`config.mk`:
```
export PLATFORM = sky130hd
export DESIGN_NAME = frame_sync
export DESIGN_NICKNAME = d
export VERILOG_FILES = /design/src/rtl/frame_sync.sv
export SDC_FILE = /design/constraint.sdc
export NUM_CORES = 1
export LEC_CHECK = 0
export CAP_MARGIN = 25
export CORE_AREA = 2 2 106 108
export CTS_CLUSTER_DIAMETER = 100
export DETAILED_ROUTE_END_ITERATION = 12
export DIE_AREA = 0 0 108 110
export GPL_ROUTABILITY_DRIVEN = 0
export SYNTH_ARGS = -nofsm -noshare
export SYNTH_HDL_FRONTEND = slang
export SYNTH_SLANG_ARGS = --single-unit
```
`constraint.sdc`:
```
create_clock -name clk_100mhz -period 9.6 [get_ports clk_100mhz]
set_input_delay 2.88 -clock clk_100mhz [delete_from_list [all_inputs] [get_ports clk_100mhz]]
set_output_delay 2.88 -clock clk_100mhz [all_outputs]
set_load 0.02 [all_outputs]
```
`src/rtl/frame_sync.sv`:
```
// Frame synchronizer: hunts for the attached sync marker (true or inverted),
// then emits payload bytes and checks each following marker with error tolerance.
module frame_sync #(
   parameter logic [31:0] ASM        = 32'h1ACFFC1D,
   parameter int          DATA_BYTES = 1020,
   parameter int          ASM_TOL    = 3,
   parameter int          MISS_LIMIT = 4
) (
   input  logic        clk_100mhz,
   input  logic        sys_rst,
   input  logic        bit_in,
   input  logic        valid_in,
   output logic [7:0]  byte_out,
   output logic        valid_out,
   output logic        sof,
   output logic        locked,
   output logic        inverted,
   output logic [15:0] frame_count
);
   localparam int FRAME_BITS = DATA_BYTES * 8;
   localparam int BCW        = $clog2(FRAME_BITS);
   localparam int MW         = $clog2(MISS_LIMIT + 1);
   localparam logic [BCW-1:0] BC_LAST  = BCW'(FRAME_BITS - 1);
   localparam logic [BCW-1:0] BC_SOF   = BCW'(7);
   localparam logic [MW-1:0]  MISS_MAX = MW'(MISS_LIMIT);

   typedef enum logic [1:0] {SEARCH, PAYLOAD, ASM_CHK} state_t;

   state_t           r_state, w_state_nxt;
   // Only the 31 oldest bits need storing; the newest comes straight from bit_in.
   logic [30:0]      r_sr;
   logic [BCW-1:0]   r_bc, w_bc_nxt;
   logic [4:0]       r_acnt, w_acnt_nxt;
   logic [MW-1:0]    r_miss, w_miss_nxt, w_miss_inc;
   logic             r_inv, w_inv_nxt;
   logic [15:0]      r_fc, w_fc_nxt;
   logic [7:0]       r_byte, w_byte_nxt;
   logic             r_vout, w_vout_nxt;
   logic             r_sof, w_sof_nxt;
   logic             r_locked;
   logic [31:0]      w_win, w_diff;
   logic [5:0]       w_err;

   assign w_win      = {r_sr, bit_in};
   assign w_diff     = w_win ^ ASM ^ {32{r_inv}};
   assign w_miss_inc = r_miss + MW'(1);

   always_comb begin
      w_err = '0;
      for (int i = 0; i < 32; i++) w_err = w_err + 6'(w_diff[i]);
   end

   always_comb begin
      w_state_nxt = r_state;
      w_bc_nxt    = r_bc;
      w_acnt_nxt  = r_acnt;
      w_miss_nxt  = r_miss;
      w_inv_nxt   = r_inv;
      w_fc_nxt    = r_fc;
      w_byte_nxt  = r_byte;
      w_vout_nxt  = 1'b0;
      w_sof_nxt   = 1'b0;
      if (valid_in) begin
         case (r_state)
            SEARCH: begin
               if (w_win == ASM || w_win == ~ASM) begin
                  w_inv_nxt   = (w_win != ASM);
                  w_state_nxt = PAYLOAD;
                  w_fc_nxt    = r_fc + 16'd1;
                  w_bc_nxt    = '0;
               end
            end
            PAYLOAD: begin
               if (r_bc[2:0] == 3'd7) begin
                  w_byte_nxt = w_win[7:0] ^ {8{r_inv}};
                  w_vout_nxt = 1'b1;
                  w_sof_nxt  = (r_bc == BC_SOF);
               end
               if (r_bc == BC_LAST) begin
                  w_bc_nxt    = '0;
                  w_acnt_nxt  = '0;
                  w_state_nxt = ASM_CHK;
               end else begin
                  w_bc_nxt = r_bc + BCW'(1);
               end
            end
            ASM_CHK: begin
               if (r_acnt == 5'd31) begin
                  w_acnt_nxt = '0;
                  if (w_err <= 6'(ASM_TOL)) begin
                     w_miss_nxt  = '0;
                     w_fc_nxt    = r_fc + 16'd1;
                     w_state_nxt = PAYLOAD;
                  end else if (w_miss_inc == MISS_MAX) begin
                     w_miss_nxt  = '0;
                     w_state_nxt = SEARCH;
                  end else begin
                     // flywheel: keep framing through a bad marker
                     w_miss_nxt  = w_miss_inc;
                     w_state_nxt = PAYLOAD;
                  end
               end else begin
                  w_acnt_nxt = r_acnt + 5'd1;
               end
            end
            default: w_state_nxt = SEARCH;
         endcase
      end
   end

   always_ff @(posedge clk_100mhz) begin
      if (sys_rst) begin
         r_state  <= SEARCH;
         r_sr     <= '0;
         r_bc     <= '0;
         r_acnt   <= '0;
         r_miss   <= '0;
         r_inv    <= 1'b0;
         r_fc     <= '0;
         r_byte   <= '0;
         r_vout   <= 1'b0;
         r_sof    <= 1'b0;
         r_locked <= 1'b0;
      end else begin
         if (valid_in) r_sr <= w_win[30:0];
         r_state  <= w_state_nxt;
         r_bc     <= w_bc_nxt;
         r_acnt   <= w_acnt_nxt;
         r_miss   <= w_miss_nxt;
         r_inv    <= w_inv_nxt;
         r_fc     <= w_fc_nxt;
         r_byte   <= w_byte_nxt;
         r_vout   <= w_vout_nxt;
         r_sof    <= w_sof_nxt;
         r_locked <= (w_state_nxt != SEARCH);
      end
   end

   assign byte_out    = r_byte;
   assign valid_out   = r_vout;
   assign sof         = r_sof;
   assign locked      = r_locked;
   assign inverted    = r_inv;
   assign frame_count = r_fc;
endmodule

```
* Yosys cells after proc, flatten, opt, wreduce, memory -nomap -nowiden *
Index checks and enable logic that the tools add are counted.

cells by class
  $add $sub $neg = 35
  magnitude comparators = 1
  equality and inequality tests = 14
  multiplexer cells = 20
  bitwise operators = 6
  reductions and logical operators = 14

operators by type and width
  cell                                                   number
  adder 6 x 1 -> 6 bit                                   26
  2-to-1 mux 16 bit                                      3
  equality test 32 x 29 -> 1 bit, second input constant  1
  equality test 32 bit, second input constant            1
  != test 32 x 29 -> 1 bit, second input constant        1
  one-hot mux 16 bit (2 select lines)                    1
  XOR 32 bit                                             1
  2-to-1 mux 13 bit                                      2
  one-hot mux 13 bit (2 select lines)                    1
  inverter 19 bit                                        1
  adder 16 x 1 -> 16 bit, second input constant          1
  AND reduction 3 bit                                    5
  adder 13 x 1 -> 13 bit, second input constant          1
  equality test 13 bit, second input constant            1
  equality test 13 x 3 -> 1 bit, second input constant   1
  2-to-1 mux 5 bit                                       2
  one-hot mux 5 bit (2 select lines)                     1
  2-to-1 mux 2 bit                                       4
  != test 2 bit, second input constant                   4
  nonzero test 2 bit                                     4
  XOR 8 bit                                              1
  adder 5 x 1 -> 6 bit                                   1
  equality test 3 bit, second input constant             2
  <= comparator 6 x 2 -> 1 bit, second input constant    1
  other kinds (18)                                       23

word-level totals
  register bits = 82
  output and inout bits = 28

* Longest topological paths before layout *
Gate-level depths: netlist of run 1.

  word-level depth = 39
  gate-level depth with buffers = 23

* Worst setup path after synthesis of run 1 *
OpenSTA, ideal clock, no wires.

  path kind = input to register
  start point = input port bit_in
  end point = register r_fc[8], in the netlist frame_count[8]
  setup time = 0.123 ns
  data arrival time = 8.082 ns
  setup slack = 1.395 ns
  stages on the path = 19
  path buffers = 1
  cell sequence = xor2_1 > fa_1 > inv_1 > fa_1 > fa_1 > fa_1 > inv_1 > fa_1 > fa_1 > inv_1 > ha_1 > fa_1 > or2_2 > o21ai_0 > a41o_1 > o31ai_2 > buf_6 > nor3_1 > mux2_1

between the ends
  word-level cells in the longest chain between the ends = 36
  elaborated cells on any way between the ends = 40

ends and longest elaborated chain
  item                                line  RTL
  from (decl)                         11    input logic bit_in,
  inverter 19 bit (no line)           -
  XOR 32 bit                          45    assign w_diff = w_win ^ ASM ^ {32{r_inv}};
  adder 1 x 1 -> 2 bit                50    for (int i = 0; i < 32; i++) w_err = w_err + 6'(w_diff[i]);
  adder 2 x 1 -> 3 bit                50
  adder 3 x 1 -> 4 bit                50
  adder 4 x 1 -> 5 bit                50
  adder 5 x 1 -> 6 bit                50
  adder 6 x 1 -> 6 bit (26 in a row)  50
  <= comparator 6 x 2 -> 1 bit        90    if (w_err <= 6'(ASM_TOL)) begin
  != test 2 bit (no line)             -
  AND reduction 5 bit (no line) *     -
  to (signal assigned)                131   r_fc <= w_fc_nxt;
  to (decl)                           36    logic [15:0] r_fc, w_fc_nxt;

Every way passes the cells marked *; elsewhere a longest branch is shown, timed or not.
A chain may end at the register's enable or synchronous reset.

* Worst setup path after layout of run 1 *
  start point = input port bit_in
  end point = register r_fc[5], in the netlist frame_count[5]

Same word-level chain as after synthesis.

==> flow_metrics.tcl, run 1 <==
set metrics [dict create \
    die_h_um 110 \
    drcViolationCount 0 \
    finalHoldViolations 0 \
    overflow 0 \
    min_path_type "register to register" \
    cts_tree "done" \
    clockBufferDepth 2 \
    clock_sinks 82 \
    grt_use_total_pct 18.0 \
    maxCapViolCount 0 \
    start_util_pct 44.5 \
    synth.area.mux_share_pct 9.09 \
    period_needed_ns 8.80 \
    synth_compound_area_share_pct 8.27 \
    yosysWarnings 0 \
    synth_top_family_by_area "simple AND/OR/NAND/NOR gates" \
    ff2ff_setup_slack_ns 2.77 \
    yosysSeqAreaShare_pct 34.5 \
    port_buffers 31 \
    dpl.hpwl_mm 6.91 \
    clkLatencyLatePin_ns 0.35 \
    drt_iter0_drc 144 \
    grt_pass1_vias 3479 \
    cts_buffers 9 \
    syn_inst 524 \
    p_int_uw 543 \
    rr_startpoint "inverted" \
    netlist_area_um2 4760 \
    synthArstFlopShare_pct 0 \
    hold_start "byte_out[3]" \
    synth_xor_area_share_pct 6.25 \
    die_x_um 108 \
    drive_above_1_share_pct 6.75 \
    ys_ff_latch 82 \
    htreeDepth 3 \
    outcome "completed" \
    ir_worst_vdd_mv 0.0778 \
    clkPwrFrac_pct 45.2 \
    worstSetupStartpoint "bit_in" \
    rsz0062_at_grt "no" \
    grt_max_degree 97 \
    slew_violations 0 \
    synth-simple-area-share_pct 23.5 \
    cp_data_required_time_ns 9.84 \
    ys.flop_type "dfxtp_1" \
    nets 585 \
    start_kind "primary input" \
    synth_nets 566 \
    path_clk_slew_ns 0.09 \
    grt_pass1_wl_mm 17.1 \
    area_delta_synth_final_pct 13.5 \
    setup_viol 0 \
    cp.arrival_ns 9.04 \
    power_density_nw_per_um2 128 \
    whs_ns 0.461 \
    row_count 38 \
    ys_types 53 \
    synth_edf_count 0 \
    worst_slew_pin_slew_ns 0.967 \
    clockRootBuffer "clkbuf_8" \
    p_leak_uw 0.00213 \
    cp-end-kind "register" \
    postRouteAntennaNets 0 \
    vias 3673 \
    fmax_mhz 114 \
    cp_max_fo 9 \
    switching_power_uw 152 \
    layout_common_cells "dfxtp_1 (81), nor2_1 (73), mux2i_1 (32)" \
    seqPwrFrac_pct 49.1 \
    tns_ns 0 \
    period_share_pct 91.7 \
    wl_mm 9.86 \
    drt_pre_antenna_iters 4 \
    synth.avg_cell_area_um2 9.09 \
    criticalPathCategory "primary input to register" \
    cts.hold.buffers_added 0 \
    swShare_pct 21.8 \
    design.die.area_um2 11900 \
    power_frac_comb_pct 5.7 \
    slew_headroom_pct 35.6 \
    antennaDiodeCount 0 \
    routed_via_density 5.34 \
    cts_setup_buffers 0 \
    final_common_cell "dfxtp_1" \
    wl_per_cell_um 14.3 \
    skew_ns 0.0102 \
    io_pins 32 \
    core_area_um2 10700 \
    cts_resized 0 \
    yosys.area_share.adder_pct 13.8 \
    antenna_found_initial 0 \
]
cell families after synthesis:
group,after synthesis
and+or+nand+nor,211
DFF,82
AOI/OAI and AO/OA,60
buffers and inverters,57
muxes,42
adders and majority gates,38
xor gates and xnor gates,34
synth_stat cells, drive strengths merged, types with 2 or more instances:
master / instances / share of area [%]
dfxtp: 82 / 34
nor2: 73 / 5.8
mux2i: 32 / 6.7
inv: 31 / 2.4
nand2: 31 / 2.4
fa: 24 / 10
a21oi: 18 / 1.9
nor2b: 17 / 2.2
xnor2: 17 / 3.1
xor2: 17 / 3.1
clkbuf: 16 / 1.3
ha: 14 / 3.7
nor3: 13 / 1.7
nor4: 13 / 2.2
o21ai: 13 / 1.4
nand4: 12 / 1.6
nand3: 11 / 1.2
buf: 10 / 1.0
mux2: 10 / 2.4
nand2b: 9 / 1.2
a211oi: 7 / 1.1
a311oi: 7 / 1.3
or4: 7 / 1.2
and3: 5 / 0.66
a31oi: 4 / 0.53
nand4b: 4 / 0.74
nor4b: 4 / 0.74
and2: 3 / 0.39
and4b: 2 / 0.42
or2: 2 / 0.26
or4b: 2 / 0.42
final timing paths:
check                   end  depth (start not counted)
min reg2reg     byte_out[3]                          2
min             byte_out[3]                          2
max          frame_count[5]                         20
max reg2reg  frame_count[5]                         19
power by group through the flow:
stage	logic, µW	clock network, µW	registers (µW)
3_3_place_gp	38.6	0	349
4_1_cts	40.2	328	341
5_1_grt	46.1	339	341
6_report	39.4	314	341
3_5_place_dp	39.9	0	349
2_1_floorplan	31.8	0	349
metal layers:
layer	GRT usage (%)	share of wire, %	vias to the layer above
met4	4.95	1.1	0
met2	28.8	48	40
met5	0	0	-
li1	-	-	1846
met3	3.17	2.4	9
met1	25.2	49	1778
state kept, by name, indices dropped and copies added, names as in the netlist:
register / flops
r_miss: 3
frame_count: 16
sof: 1
r_state: 2
valid_out: 1
r_sr: 31
locked: 1
r_bc: 13
inverted: 1
r_acnt: 5
byte_out: 8
stage by stage:
step	std cells	cell area (µm²)	power (µW)	worst slack [ns]	util, %
global placement	672	5160	388	0.528	48.2
global route	688	5410	726	0.492	50.6
finish	688	5410	695	0.800	50.6
floorplan	524	4760	381	1.40	-
CTS	688	5410	709	0.789	50.6
detailed placement	672	5160	389	0.422	48.2
cell type report:
type / instances / area [µm²]
Multi-Input combinational cell: 385 / 2900
Tap cell: 140 / 175
Sequential cell: 82 / 1640
Inverter: 31 / 116
Fill cell: 1017 / 5290
Clock buffer: 12 / 155
Timing Repair Buffer: 34 / 323
Clock inverter: 4 / 97.6
critical path: stages:
cell and delay, ns:
clkdlybuf4s50_1 0.49, xor2_1 0.23, fa_1 0.58, inv_1 0.06, fa_1 0.50, fa_1 0.52, fa_1 0.54, inv_1 0.05
fa_1 0.49, fa_1 0.49, inv_1 0.04, ha_1 0.20, fa_1 0.38, or2_2 0.29, o21ai_0 0.10, a41o_1 0.24
o31ai_2 0.17, buf_4 0.24, nor3_1 0.20, mux2_2 0.35
Note: power is estimated with default switching activity, not from simulation.
==> run 2: changes to the inputs <==
==> constraint.sdc (replaced) <==
create_clock -name clk_100mhz -period 8.35 [get_ports clk_100mhz]
set_input_delay 2.505 -clock clk_100mhz [delete_from_list [all_inputs] [get_ports clk_100mhz]]
set_output_delay 2.505 -clock clk_100mhz [all_outputs]
set_load 0.02 [all_outputs]
==> run 2 against run 1 <==
Sequential cell count unchanged; power increased by 0.30%; combinational power rose by 23%; clock skew is 0.0020 ns higher; wire length is 3.2% lower; cell count rose by 1.0%; non-clock buffer count increased by 7; sequential power increased by 15%; count of clock-buffer cells in the layout increased by 1; largest power group unchanged; utilization about the same; largest cell class unchanged; register-to-register slack worse by 0.91 ns; critical path depth is the same.
==> flow_metrics.tcl, run 2 (synthesis gave the netlist of run 1 again) <==
set metrics [dict create \
    period_needed_ns 8.05 \
    p_int_uw 526 \
    p_leak_uw 0.00215 \
    cts_tree "done" \
    io_pins 32 \
    clkLatencyLatePin_ns 0.36 \
    antennaDiodeCount 0 \
    drt_iter0_drc 151 \
    area_delta_synth_final_pct 13.6 \
    clockRootBuffer "clkbuf_8" \
    drcViolationCount 0 \
    die_h_um 110 \
    slew_violations 0 \
    dpl.hpwl_mm 6.74 \
    final_common_cell "dfxtp_1" \
    cp.arrival_ns 8.29 \
    vias 3671 \
    drive_above_1_share_pct 7.93 \
    start_util_pct 44.5 \
    multi_input_area_um2 2920 \
    final-seq-area_um2 1640 \
    slew_headroom_pct 35.5 \
    drt_pre_antenna_iters 5 \
    worst_slew_pin_slew_ns 0.967 \
    row_count 38 \
    cp_data_required_time_ns 8.60 \
    place_ws_ns -0.301 \
    power_frac_comb_pct 6.9 \
    clockBufferDepth 2 \
    nets 592 \
    postRouteAntennaNets 0 \
    cp_max_fo 8 \
    grt_pass1_vias 3418 \
    report.power.total_uw 697 \
    largest_reg_flops 31 \
    port_buffers 31 \
    swShare_pct 24.5 \
    grt_use_total_pct 17.4 \
    finalHoldViolations 0 \
    ir_worst_vdd_mv 0.0625 \
    final_core_util_pct 50.6 \
    core_area_um2 10700 \
    cp-end-kind "register" \
    clkPwrFrac_pct 36.8 \
    antenna_found_initial 0 \
    htreeDepth 3 \
    fillers 1025 \
    min_path_type "register to register" \
    design.die.area_um2 11900 \
    fmax_mhz 124 \
    cts.hold.buffers_added 0 \
    overflow 0 \
    start_kind "primary input" \
    die_x_um 108 \
    tns_ns 0 \
    outcome "completed" \
    dpl.cell_count 679 \
    skew_ns 0.0123 \
    switching_power_uw 171 \
    rsz0062_at_grt "no" \
    grt_pass1_wl_mm 16.6 \
    grt_max_degree 97 \
    seqPwrFrac_pct 56.3 \
    period_share_pct 96.4 \
    setup_viol 0 \
    fin_cells 695 \
    path_clk_slew_ns 0.08 \
    maxCapViolCount 0 \
    top_register "r_sr" \
    layout_common_cells "dfxtp_1 (81), nor2_1 (73), mux2i_1 (32)" \
    power_density_nw_per_um2 129 \
    worst_slack_ns 0.301 \
    wl_per_cell_um 13.7 \
    routed_via_density 5.28 \
    cts_buffers 9 \
    clock_sinks 82 \
    wl_mm 9.55 \
    criticalPathCategory "primary input to register" \
    ff2ff_setup_slack_ns 1.86 \
]
-- run 2: cell count changes in the layout (fill, tap and decap cells not counted), moves of 2 or more --
cell	previous run	this run
buf_4	3	8
bufinv_16	3	0
clkinv_2	0	3
clkbuf_1	1	3
-- run 2: per-stage QoR --
| step | cell area (µm²) | hold slack [ns] |
|---|---|---|
| final | 5410 | 0.458 |
| after global routing | 5410 | 0.477 |
| after CTS | 5390 | 0.463 |
| after detailed placement | 5220 | 0.453 |
| after global placement | 5220 | 0.448 |
| after floorplan | 4760 | 0.449 |
-- run 2: routing by layer --
metal | part of all wire, % | track usage [%] | vias to the layer above
met4 | 0.75 | 5.49 | 0
met1 | 50 | 24.4 | 1755
met5 | 0 | 0 | -
li1 | - | - | 1868
met2 | 46 | 27.3 | 41
met3 | 2.7 | 3.35 | 7
-- run 2: power groups by stage --
stage	logic [µW]	registers [µW]	clock network, µW
floorplan	36.6	401	0
global placement	46.5	401	0
detailed placement	46.9	401	0
CTS	47.3	392	264
global route	57.0	392	283
finish	48.4	392	256
-- run 2: worst max-delay path: stages --
cell and delay (ns):
clkdlybuf4s50_1 0.44, xor2_1 0.20, fa_1 0.53, inv_1 0.06, fa_1 0.55, fa_1 0.44, fa_1 0.54, inv_1 0.05
fa_1 0.48, fa_1 0.48, inv_1 0.04, ha_1 0.20, fa_2 0.34, or2_2 0.31, o21ai_2 0.07, a41o_1 0.23
o31ai_4 0.15, buf_12 0.19, nor3_4 0.15, mux2_1 0.34
-- run 2: cell type report --
type	instances	share of cell area, %
tap	140	3.24
clock inverter	3	0.278
inverter	31	2.15
multi-input combinational	385	54.0
sequential	82	30.4
clock buffer	13	2.75
timing repair buffer	41	7.24
-- run 2: final timing paths --
path	end	depth (start not counted)	startpoint
worst max-delay path	frame_count[10]	20	bit_in
worst min-delay path	byte_out[4]	2	byte_out[4]
worst min register to register	byte_out[4]	2	byte_out[4]
worst max register to register	frame_count[10]	20	inverted
-- run 2: what timing repair did --
| item | in CTS | in global routing |
|---|---|---|
| gates resized for setup | 0 | 6 |
| setup endpoints to repair | 0 | 15 |
| buffers inserted | 0 | 0 |
| endpoints found under the hold margin | 0 | 0 |
==> run 3: changes to the inputs <==
--- a/config.mk
+++ b/config.mk
@@ -5,12 +5,12 @@
 export SDC_FILE = /design/constraint.sdc
 export NUM_CORES = 1
 export LEC_CHECK = 0
-export CAP_MARGIN = 25
 export CORE_AREA = 2 2 106 108
 export CTS_CLUSTER_DIAMETER = 100
 export DETAILED_ROUTE_END_ITERATION = 12
 export DIE_AREA = 0 0 108 110
 export GPL_ROUTABILITY_DRIVEN = 0
+export REMOVE_ABC_BUFFERS = 1
 export SYNTH_ARGS = -nofsm -noshare
 export SYNTH_HDL_FRONTEND = slang
 export SYNTH_SLANG_ARGS = --single-unit
==> run 3 against run 2 <==
Global-route usage increased by 1.2 points; wire length up 5.2%; cell count is 0.29% higher; register-to-register slack lost 0.10 ns; die area stayed put; combinational power rose by 2%; clock skew decreased by 0.0031 ns; non-clock buffer count up 1; sequential share of layout area down 0.40 points; power up 9.3%; count of clock-buffer cells in the layout increased by 1; hold slack improved by 0.0029 ns; critical endpoint is now frame_count[4]; highest routed layer unchanged.
==> flow_metrics.tcl, run 3 (synthesis gave the netlist of run 1 again) <==
set metrics [dict create \
    worstSetupStartpoint "bit_in" \
    fmax_mhz 123 \
    antenna_found_initial 0 \
    nets 594 \
    wl_per_cell_um 14.4 \
    io_pins 32 \
    p_int_uw 588 \
    cp_data_required_time_ns 8.67 \
    clock_sinks 82 \
    seqPwrFrac_pct 51.5 \
    dpl.hpwl_mm 6.84 \
    criticalPathCategory "primary input to register" \
    skew_ns 0.00918 \
    drt_iter0_drc 143 \
    endpoint "frame_count[4]" \
    core_area_um2 10700 \
    grt_pass1_wl_mm 17.3 \
    drt_pre_antenna_iters 4 \
    swShare_pct 22.7 \
    die_h_um 110 \
    stdcell_area_um2 5480 \
    start_util_pct 44.5 \
    die_x_um 108 \
    drcViolationCount 0 \
    ir_worst_vdd_mv 0.0626 \
    worstRegToRegCells 20 \
    period_share_pct 97.3 \
    antennaDiodeCount 0 \
    clkPwrFrac_pct 42.0 \
    ff2ff_setup_slack_ns 1.76 \
    cp_max_fo 5 \
    postRouteAntennaNets 0 \
    row_count 38 \
    grt_pass1_vias 3673 \
    top_register "r_sr" \
    slew_headroom_pct 35.1 \
    final_core_util_pct 51.2 \
    largest_reg_flops 31 \
    clockBufferDepth 2 \
    cp.arrival_ns 8.45 \
    rsz0062_at_grt "no" \
    switching_power_uw 173 \
    cp-end-kind "register" \
    routed_via_density 5.30 \
    rr_startpoint "inverted" \
    whs_ns 0.461 \
    design.die.area_um2 11900 \
    maxCapViolCount 0 \
    path_clk_slew_ns 0.08 \
    vias 3695 \
    final_common_cell "dfxtp_1" \
    area_delta_synth_final_pct 15.0 \
    port_buffers 31 \
    clockRootBuffer "clkbuf_8" \
    htreeDepth 3 \
    cts_buffers 9 \
    power_density_nw_per_um2 139 \
    grt_max_degree 97 \
    wl_mm 10.0 \
    finalHoldViolations 0 \
    outcome "completed" \
    overflow 0 \
    layout_common_cells "dfxtp_1 (81), nor2_1 (73), mux2i_1 (32)" \
    p_leak_uw 0.00218 \
    fillers 1014 \
    slew_violations 0 \
    dpl_cell_area_um2 5200 \
    drive_above_1_share_pct 8.44 \
    setup_viol 0 \
    worst_slew_pin_slew_ns 0.974 \
    worst_r2r_endpoint "frame_count[4]" \
    cts_tree "done" \
    grt_use_total_pct 18.6 \
    power_frac_comb_pct 6.5 \
    min_path_type "register to register" \
    start_kind "primary input" \
    period_needed_ns 8.12 \
    clkLatencyLatePin_ns 0.38 \
]
run 3: worst min path at each step:
stage	cells past startpoint	startpoint	endpoint	slack (ns)
after global routing	2	byte_out[0]	byte_out[0]	0.48
after CTS	2	byte_out[0]	byte_out[0]	0.47
after floorplan	2	r_acnt[1]	r_acnt[1]	0.44
final	2	byte_out[0]	byte_out[0]	0.46
after global placement	2	byte_out[4]	byte_out[4]	0.45
after detailed placement	2	byte_out[0]	byte_out[0]	0.46
run 3: timing repair:
item | 4_1_cts | 5_1_grt
hold buffers | 0 | 0
pin swaps | 0 | 3
buffers inserted | 0 | 2
gates cloned | 0 | 1
endpoints found under the setup margin | 2 | 14
gates resized for setup | 1 | 8
run 3: power groups by stage:
stage	Sequential (µW)	Combinational (µW)	Clock (µW)
after floorplan	401	27.3	0
after global placement	401	46.6	0
after detailed placement	401	47.7	0
after CTS	392	48.4	329
after global routing	392	57.7	345
final	392	49.5	320
run 3: layout make-up:
cell class | instances | area (µm²) | share of cell area, %
Timing Repair Buffer | 42 | 387 | 7.05
Inverter | 31 | 116 | 2.12
Clock buffer | 14 | 153 | 2.78
Tap cell | 140 | 175 | 3.20
Multi-Input combinational cell | 386 | 2950 | 53.8
Clock inverter | 2 | 60.1 | 1.10
Sequential cell | 82 | 1640 | 30.0
run 3: critical path, cell delays in order:
cell and delay [ns]:
clkdlybuf4s50_1 0.44, xor2_1 0.20, fa_1 0.54, inv_1 0.06, fa_1 0.55, fa_1 0.44
fa_1 0.54, inv_1 0.05, fa_1 0.48, fa_1 0.49, inv_1 0.04, ha_2 0.18
fa_2 0.35, or2_2 0.31, o21ai_2 0.07, a41o_1 0.30, o31ai_4 0.16, buf_4 0.19
or4_1 0.47, nand2_1 0.09
run 3: through the flow:
stage	power [µW]	cells	setup WS, ns	setup TNS, ns
after global routing	795	697	0.00388	0
after CTS	769	694	0.0226	0
final	762	697	0.227	0
after global placement	448	678	-0.269	-2.48
after detailed placement	449	678	-0.411	-4.26
after floorplan	428	498	0.358	0
run 3: routing by layer:
metal / vias to the layer above / share of wire, % / global-route usage [%]
met4: 0 / 1.8 / 8.15
met3: 12 / 2.5 / 3.64
met1: 1760 / 49 / 24.5
met2: 47 / 47 / 29.8
met5: - / 0 / 0
li1: 1876 / - / -
